### src/rtl/icache.sv
// Direct-mapped read-only instruction cache. Serves 32-bit words to fetch on a hit
// and fills one 512-bit line from the instruction ROM on a miss.
module icache #(
    parameter int LINES  = 4,
    parameter int ADDR_W = 15
) (
    input  logic              clk,
    input  logic              rst_n,
    input  logic              fetch_valid,
    input  logic [ADDR_W-1:0] fetch_addr,
    output logic              fetch_ready,
    output logic [31:0]       fetch_data,
    input  logic              flush,
    output logic              mem_cs,
    output logic              mem_addr_valid,
    output logic [ADDR_W-1:0] mem_addr,
    input  logic              mem_data_ready,
    input  logic [511:0]      mem_data,
    output logic [15:0]       miss_count
);

    localparam int IDX_W = $clog2(LINES);
    localparam int TAG_W = ADDR_W - 6 - IDX_W;

    typedef enum logic {
        IDLE,
        FILL
    } state_e;

    state_e              state_q, state_d;
    logic [LINES-1:0]    valid_q, valid_d;
    logic [15:0]         miss_count_q, miss_count_d;
    logic                mem_req_q, mem_req_d;
    logic [ADDR_W-1:0]   mem_addr_q, mem_addr_d;

    logic [TAG_W-1:0]    tag_mem_q  [LINES];
    logic [511:0]        data_mem_q [LINES];

    logic [3:0]          f_word;
    logic [IDX_W-1:0]    f_idx;
    logic [TAG_W-1:0]    f_tag;
    logic [IDX_W-1:0]    fill_idx;
    logic [TAG_W-1:0]    fill_tag;
    logic [511:0]        sel_line;
    logic                hit;
    logic                line_we;

    assign f_word   = fetch_addr[5:2];
    assign f_idx    = fetch_addr[6 +: IDX_W];
    assign f_tag    = fetch_addr[ADDR_W-1 -: TAG_W];
    // The request address register doubles as the fill address while in FILL.
    assign fill_idx = mem_addr_q[6 +: IDX_W];
    assign fill_tag = mem_addr_q[ADDR_W-1 -: TAG_W];
    assign sel_line = data_mem_q[f_idx];

    // NOTE: every signal gets a default before the case so no path leaves it unassigned,
    // which would otherwise infer a latch.
    always_comb begin
        state_d      = state_q;
        valid_d      = valid_q;
        miss_count_d = miss_count_q;
        mem_req_d    = mem_req_q;
        mem_addr_d   = mem_addr_q;
        hit          = 1'b0;
        line_we      = 1'b0;

        case (state_q)
            IDLE: begin
                hit = fetch_valid & valid_q[f_idx] & (tag_mem_q[f_idx] == f_tag) & ~flush;
                if (fetch_valid && !hit && !flush) begin
                    state_d    = FILL;
                    mem_req_d  = 1'b1;
                    mem_addr_d = {fetch_addr[ADDR_W-1:6], 6'b0};
                    if (miss_count_q != 16'hFFFF) begin
                        miss_count_d = miss_count_q + 16'd1;
                    end
                end
            end
            FILL: begin
                if (mem_data_ready) begin
                    line_we           = 1'b1;
                    valid_d[fill_idx] = 1'b1;
                    state_d           = IDLE;
                    mem_req_d         = 1'b0;
                    mem_addr_d        = '0;
                end
            end
            default: begin
                state_d = IDLE;
            end
        endcase

        // Flush overrides any valid bit set by a completing fill.
        if (flush) begin
            valid_d = '0;
        end
    end

    // NOTE: sequential state uses non-blocking assignments so every flop samples
    // the pre-edge values regardless of statement order.
    always_ff @(posedge clk or negedge rst_n) begin
        if (!rst_n) begin
            state_q      <= IDLE;
            valid_q      <= '0;
            miss_count_q <= '0;
            mem_req_q    <= 1'b0;
            mem_addr_q   <= '0;
        end else begin
            state_q      <= state_d;
            valid_q      <= valid_d;
            miss_count_q <= miss_count_d;
            mem_req_q    <= mem_req_d;
            mem_addr_q   <= mem_addr_d;
        end
    end

    // NOTE: tag and data arrays are deliberately left unreset; the valid bits
    // alone decide whether their contents mean anything.
    always_ff @(posedge clk) begin
        if (line_we) begin
            data_mem_q[fill_idx] <= mem_data;
            tag_mem_q[fill_idx]  <= fill_tag;
        end
    end

    assign fetch_ready    = hit;
    assign fetch_data     = hit ? sel_line[{f_word, 5'b0} +: 32] : 32'h0;
    assign mem_cs         = mem_req_q;
    assign mem_addr_valid = mem_req_q;
    assign mem_addr       = mem_addr_q;
    assign miss_count     = miss_count_q;

endmodule

### config.mk
export PLATFORM = sky130hd
export DESIGN_NAME = icache
export DESIGN_NICKNAME = d
export VERILOG_FILES = /design/src/rtl/icache.sv
export SDC_FILE = /design/constraint.sdc
export NUM_CORES = 2
export LEC_CHECK = 0
export CAP_MARGIN = 20
export CORE_MARGIN = 10
export CORE_UTILIZATION = 29
export DETAILED_ROUTE_END_ITERATION = 10
export HOLD_SLACK_MARGIN = 0.12
export MAX_ROUTING_LAYER = met4
export PLACE_DENSITY = 0.52
export SETUP_SLACK_MARGIN = 0.05
export SLEW_MARGIN = 20
export SYNTH_ARGS = -nofsm -noshare
export SYNTH_HDL_FRONTEND = slang
export SYNTH_SLANG_ARGS = --single-unit
### constraint.sdc
create_clock -name clk -period 52.4 [get_ports clk]
set_input_delay 5.24 -clock clk [delete_from_list [all_inputs] [get_ports clk]]
set_output_delay 5.24 -clock clk [all_outputs]
set_load 0.02 [all_outputs]
**After elaboration in Yosys (flattened, before gate mapping)**

Memory sizes are Yosys's and may differ from the RTL's.
Index checks and enable logic that the tools add are counted.

- Multiplexer cells: 22
- Bitwise logic cells: 6
- Add/sub/neg operators: 1
- Shift operators: 1
- Equality and inequality tests: 4
- Magnitude comparators: 3
- Reductions and logical operators: 10

Operators with widths:

| operator | count |
|---|---|
| $shiftx 512x10->32 | 1 |
| $mux 32 | 1 |
| $mux 15 | 2 |
| $pmux 15 s2 | 1 |
| $add 16x1->16 const B | 1 |
| $ne 16x16->1 const B | 1 |
| $mux 4 | 3 |
| $mux 1 | 11 |
| $eq 7x7->1 | 1 |
| $lt 2x3->1 const B | 2 |
| $ne 2x2->1 const B | 2 |
| $or 4x4->4 | 1 |
| $pmux 1 s2 | 2 |
| $reduce_and 2->1 | 2 |
| $reduce_bool 2->1 | 2 |
| $and 1x1->1 | 3 |
| $logic_and 1x1->1 | 3 |
| $reduce_and 3->1 | 1 |
| $bmux 1 s2 | 1 |
| $demux 1 s2 | 1 |
| $ge 2x1->1 const B | 1 |
| $logic_not 1->1 | 2 |
| $not 1->1 | 2 |

- Bits in writable memories: 2076
- Memories: 2
- Bits in registers: 37
- Output and inout port bits: 66
- Bits of input ports: 532
- Logic and storage cells: 54

Memory list:

| name | depth | width | read ports | clocked after Yosys merged registers in | wr ports | line | RTL |
|---|---|---|---|---|---|---|---|
| data_mem_q | 4 | 512 | 1 | 0 | 1 | 37 | `logic [511:0] data_mem_q [LINES];` |
| tag_mem_q | 4 | 7 | 1 | 0 | 1 | 36 | `logic [TAG_W-1:0] tag_mem_q [LINES];` |

**Logic depth before layout (Yosys ltp)**

- Word-level depth: 10
- Mapped depth: 12
- Mapped depth without buffers: 8

**Worst setup path after synthesis**

No wires, ideal clock.

- Path kind: input-to-reg
- Start point: input port mem_data_ready
- End point: memory data_mem_q[1][0], enable pin
- Buffers on the path: 0
- Cell stages on the path: 2
- Path slack: 7.577 ns
- Arrival: 42.676 ns
- Library setup time: 2.147 ns
- Data required time: 50.253 ns
- Path through: nand2_1 nor3b_1

- Word-level cells in the longest chain between the ends: 4

Ends and longest elaborated chain:

| element | line | RTL |
|---|---|---|
| start, declared | 17 | `input logic mem_data_ready,` |
| $mux 1 | 80 | `if (mem_data_ready) begin` |
| $mux 1 | 67 | `case (state_q)` |
| $mux 1 | 120 | `if (line_we) begin` |
| $mux 1 (not written as such) | 121 | `data_mem_q[fill_idx] <= mem_data;` |
| end, declared | 37 |  |

No other way between the ends.

**Final worst setup path**

- Start point: input port fetch_addr[6]
- End point: output port fetch_data[8]

- Word-level cells in the longest chain between the ends: 7
- Elaborated cells between the ends (all ways): 11
- Those cells by class: 1 x eq/ne; 1 x shift; 4 x mux; 3 x bitwise; 2 x memory

Ends and longest elaborated chain:

| element | line | RTL |
|---|---|---|
| start, declared | 10 | `input logic [ADDR_W-1:0] fetch_addr,` |
| branches (longest 6 deep; another with $mem_v2 4x512) | n/a |  |
| $mux 32 * | 127 | `assign fetch_data = hit ? sel_line[{f_word, 5'b0} +: 32] : 32'h0;` |
| end, declared | 12 | `output logic [31:0] fetch_data,` |

Every way passes the cells marked *. The select of a mux whose other input is x is not followed.

==> results.toml <==
[status]
status = "complete, no violations"

[layout]
utilization_pct = 35.59
drive_above_1_share_pct = 21.36
final_nets = 4840
fin_area_sq_um = 98490
area_growth_pct = 22.02
stdcell_count = 8314

[critical_path]
path_delay_family = "buffers and inverters"
path_common_cell = "buf_4"
crit_buf_inv = 6
r2r_slack_ps = 47640
critical_path.max_stage_delay_ps = 900
crit_required_ps = 47160
critical_path.startpoint_type = "primary input"
crit_path_max_fanout = 63
r2r_start = "state_q"
critPathLaunch = "fetch_addr[6]"
critPathKind = "primary input to output port"
reg2reg_depth = 6
worstPathArrival_ps = 11850
critical_path.cell_chain = "buf_8, buf_4, buf_4, buf_4, buf_4, mux4_2, mux4_2, o22ai_1, nor3_1, clkdlybuf4s50_1"
r2r-end = "data_mem_q[0][400]"
crit_path_end_kind = "output port"
slowest_stage = "o22ai_1"
cp_num_cells = 10
crit_end = "fetch_data[8]"

[grt]
overflow = 0
grt.total_usage_pct = 16.32
grt_pass1_vias = 41543
antenna_found_initial = 180
grt_max_degree = 128
grt_pass1_wl_mm = 338.3

[yosys]
synthesis.area_sq_um = 80720
synth_edf_count = 2076
synthDistinctLibCells = 65
synthCells = 3582
avgSynthCellArea_sq_um = 22.53
ys.flop_type = "edfxtp_1"
synth_async_sr_flop_share_pct = 1.471
ys_ff_latch = 2107
ys_seq_area_share_pct = 78.19
yosysWarnings = 0

[cts]
cts_buffers = 231
clock-sinks = 2107
cts_tree = "built"
clock_latency_ps = 910
cts_setup_buffers = 0
cts.path.max_buffers = 4
cts-htree-levels = 4
clock-root-buffer = "clkbuf_16"
cts_resized = 0
cts_hold_buf = 0
clk_pin_slew_worst_paths_ps = 60

[placement]
pre_cts_slack_ps = 34890
portBuffers = 589
routabilityCongestion = 0.7550
dp_hpwl_mm = 162.1
dp_cells = 7779
place_area_sq_um = 91000

[sta]
period_needed_ps = 17090
setup_tns_ps = 0
period_share_pct = 32.61
clock.fmax_ghz = 0.05852
finalMaxSlewViolations = 0
finalSetupViolations = 0
setup_ws_ps = 35310
rsz0062_at_grt = "no"
max_slew_margin_pct = 22.24
skew_ps = 91.91
worst_slew_pin_slew_ps = 1166
hold_violations = 0

[power_and_ir_drop]
powerDensity_nw_per_um2 = 37.91
vdd.ir_drop.worst_mv = 0.02835
leakage_nw = 30.75

[drt]
drc = 0
viasPerCell = 4.812
drt_iter0_drc = 3441
ant_nets = 0
wl_per_cell_microns = 29.48
via_count = 40007
firstDrtPassIters = 5
drt-total-wl_mm = 245.1

[floorplan]
die_h_microns = 547.6
dieArea_sq_um = 299800
initial_utilization_pct = 29.17
rows = 193
die_w_microns = 547.6
pin_count = 598
fp.coreArea_sq_um = 276700

[min_path]
hp-class = "register to register"

[run]
drv_cap = 0
[cell families (layout without fill, tap and decap cells)]
family	Yosys count	after routing	synth area share (%)
compound gates	300	300	2.603
flops	2107	2107	78.19
buf+inv	214	1122	1.570
other cells	1	120	0.004646
fa+ha+maj	1	1	0.01550
mux	627	627	15.65
simple gates	311	311	1.738
xor+xnor	21	21	0.2279
[power by group]
part | internal, W | leakage, nW | switching, W | total, W
clock network | 0.000885 | 3.50 | 0.000666 | 0.00155
registers | 0.00191 | 19.2 | 0.0000137 | 0.00192
logic | 0.000111 | 8.06 | 0.000148 | 0.000258
total | 0.00291 | 30.7 | 0.000828 | 0.00373
[worst min path at each step]
stage,cells past startpoint,endpoint,startpoint
after floorplan,2,valid_q[2],valid_q[2]
after global placement,1,miss_count[8],miss_count[8]
after detailed placement,1,miss_count[8],miss_count[8]
after CTS,1,miss_count[8],miss_count[8]
after global routing,1,miss_count[10],miss_count[10]
final,1,miss_count[10],miss_count[10]
[placed cells by master (no fill, tap or decap), types with 56 or more instances in the layout]
cell / netlist / layout
clkbuf_16: 0 / 232
clkdlybuf4s50_1: 0 / 583
nand2_1: 114 / 110
mux2i_1: 112 / 112
nor2_1: 87 / 79
edfxtp_1: 2076 / 2076
clkinv_1: 3 / 60
diode_2: 0 / 114
clkbuf_1: 61 / 56
buf_4: 27 / 92
mux4_2: 507 / 507
[final cells by class]
class,instances,area (sq um)
antenna,114,285.3
clock buffer,290,6043
clock inverter,131,1166
fill,25694,178200
inverter,15,63.81
multi-input combinational,1266,16460
sequential,2107,63120
tap,3705,4636
timing repair buffer,686,6723
[through the flow]
| stage | hold WS [ps] | total power [W] |
|---|---|---|
| 6_report | 496.2 | 0.003734 |
| 5_1_grt | 511.5 | 0.003869 |
| 4_1_cts | 493.7 | 0.003787 |
| 3_5_place_dp | 483.6 | 0.002226 |
| 3_3_place_gp | 474.8 | 0.002220 |
| 2_1_floorplan | 460.8 | 0.002152 |
[metal layers]
metal,share of wire (%),GRT usage (%),wire length [microns],vias up
met2,48,25.84,117600,1378
met4,3.1,4.656,7514,0
met3,7.9,4.717,19370,383
li1,-,-,-,16896
met1,41,20.49,100600,21350
met5,0,-,0,-
[synth_stat cells, types with 4 or more instances]
library cell  count  area (sq um)
a2111oi_0         4         35.03
a211oi_1         13         97.59
a21oi_1          44         220.2
a221o_1          15         150.1
a221oi_1         29         254.0
a22o_1           10         87.58
a22oi_1          49         367.9
a311oi_1          5         43.79
a31oi_1          12         75.07
a41oi_1           4         35.03
and2_1            5         31.28
buf_1            15         56.30
buf_2            64         320.3
buf_4            27         202.7
buf_6            22         247.7
buf_8             9         135.1
clkbuf_1         61         229.0
dfrtp_1          31         775.7
edfxtp_1       2076         62340
inv_1            11         41.29
mux2_2            8         90.09
mux2i_1         112          1121
mux4_2          507         11420
nand2_1         114         427.9
nand2b_1          5         31.28
nand3_1          21         105.1
nand4_1           8         50.05
nor2_1           87         326.6
nor2b_1           6         37.54
nor3_1           41         205.2
nor4_1            7         43.79
o2111ai_1         4         35.03
o211ai_1          4         30.03
o21ai_0          51         255.2
o221ai_1          5         43.79
o22ai_1          32         200.2
o32ai_1           4         35.03
xnor2_1           7         61.31
xor2_1           14         122.6
[state kept, by name, summed over array words and instances, names as in the netlist]
register        flops
mem_addr            9
mem_addr_valid      1
miss_count         16
valid_q             4
state_q             1
data_mem_q       2048
tag_mem_q          28
Note: power is estimated with default switching activity, not from simulation.
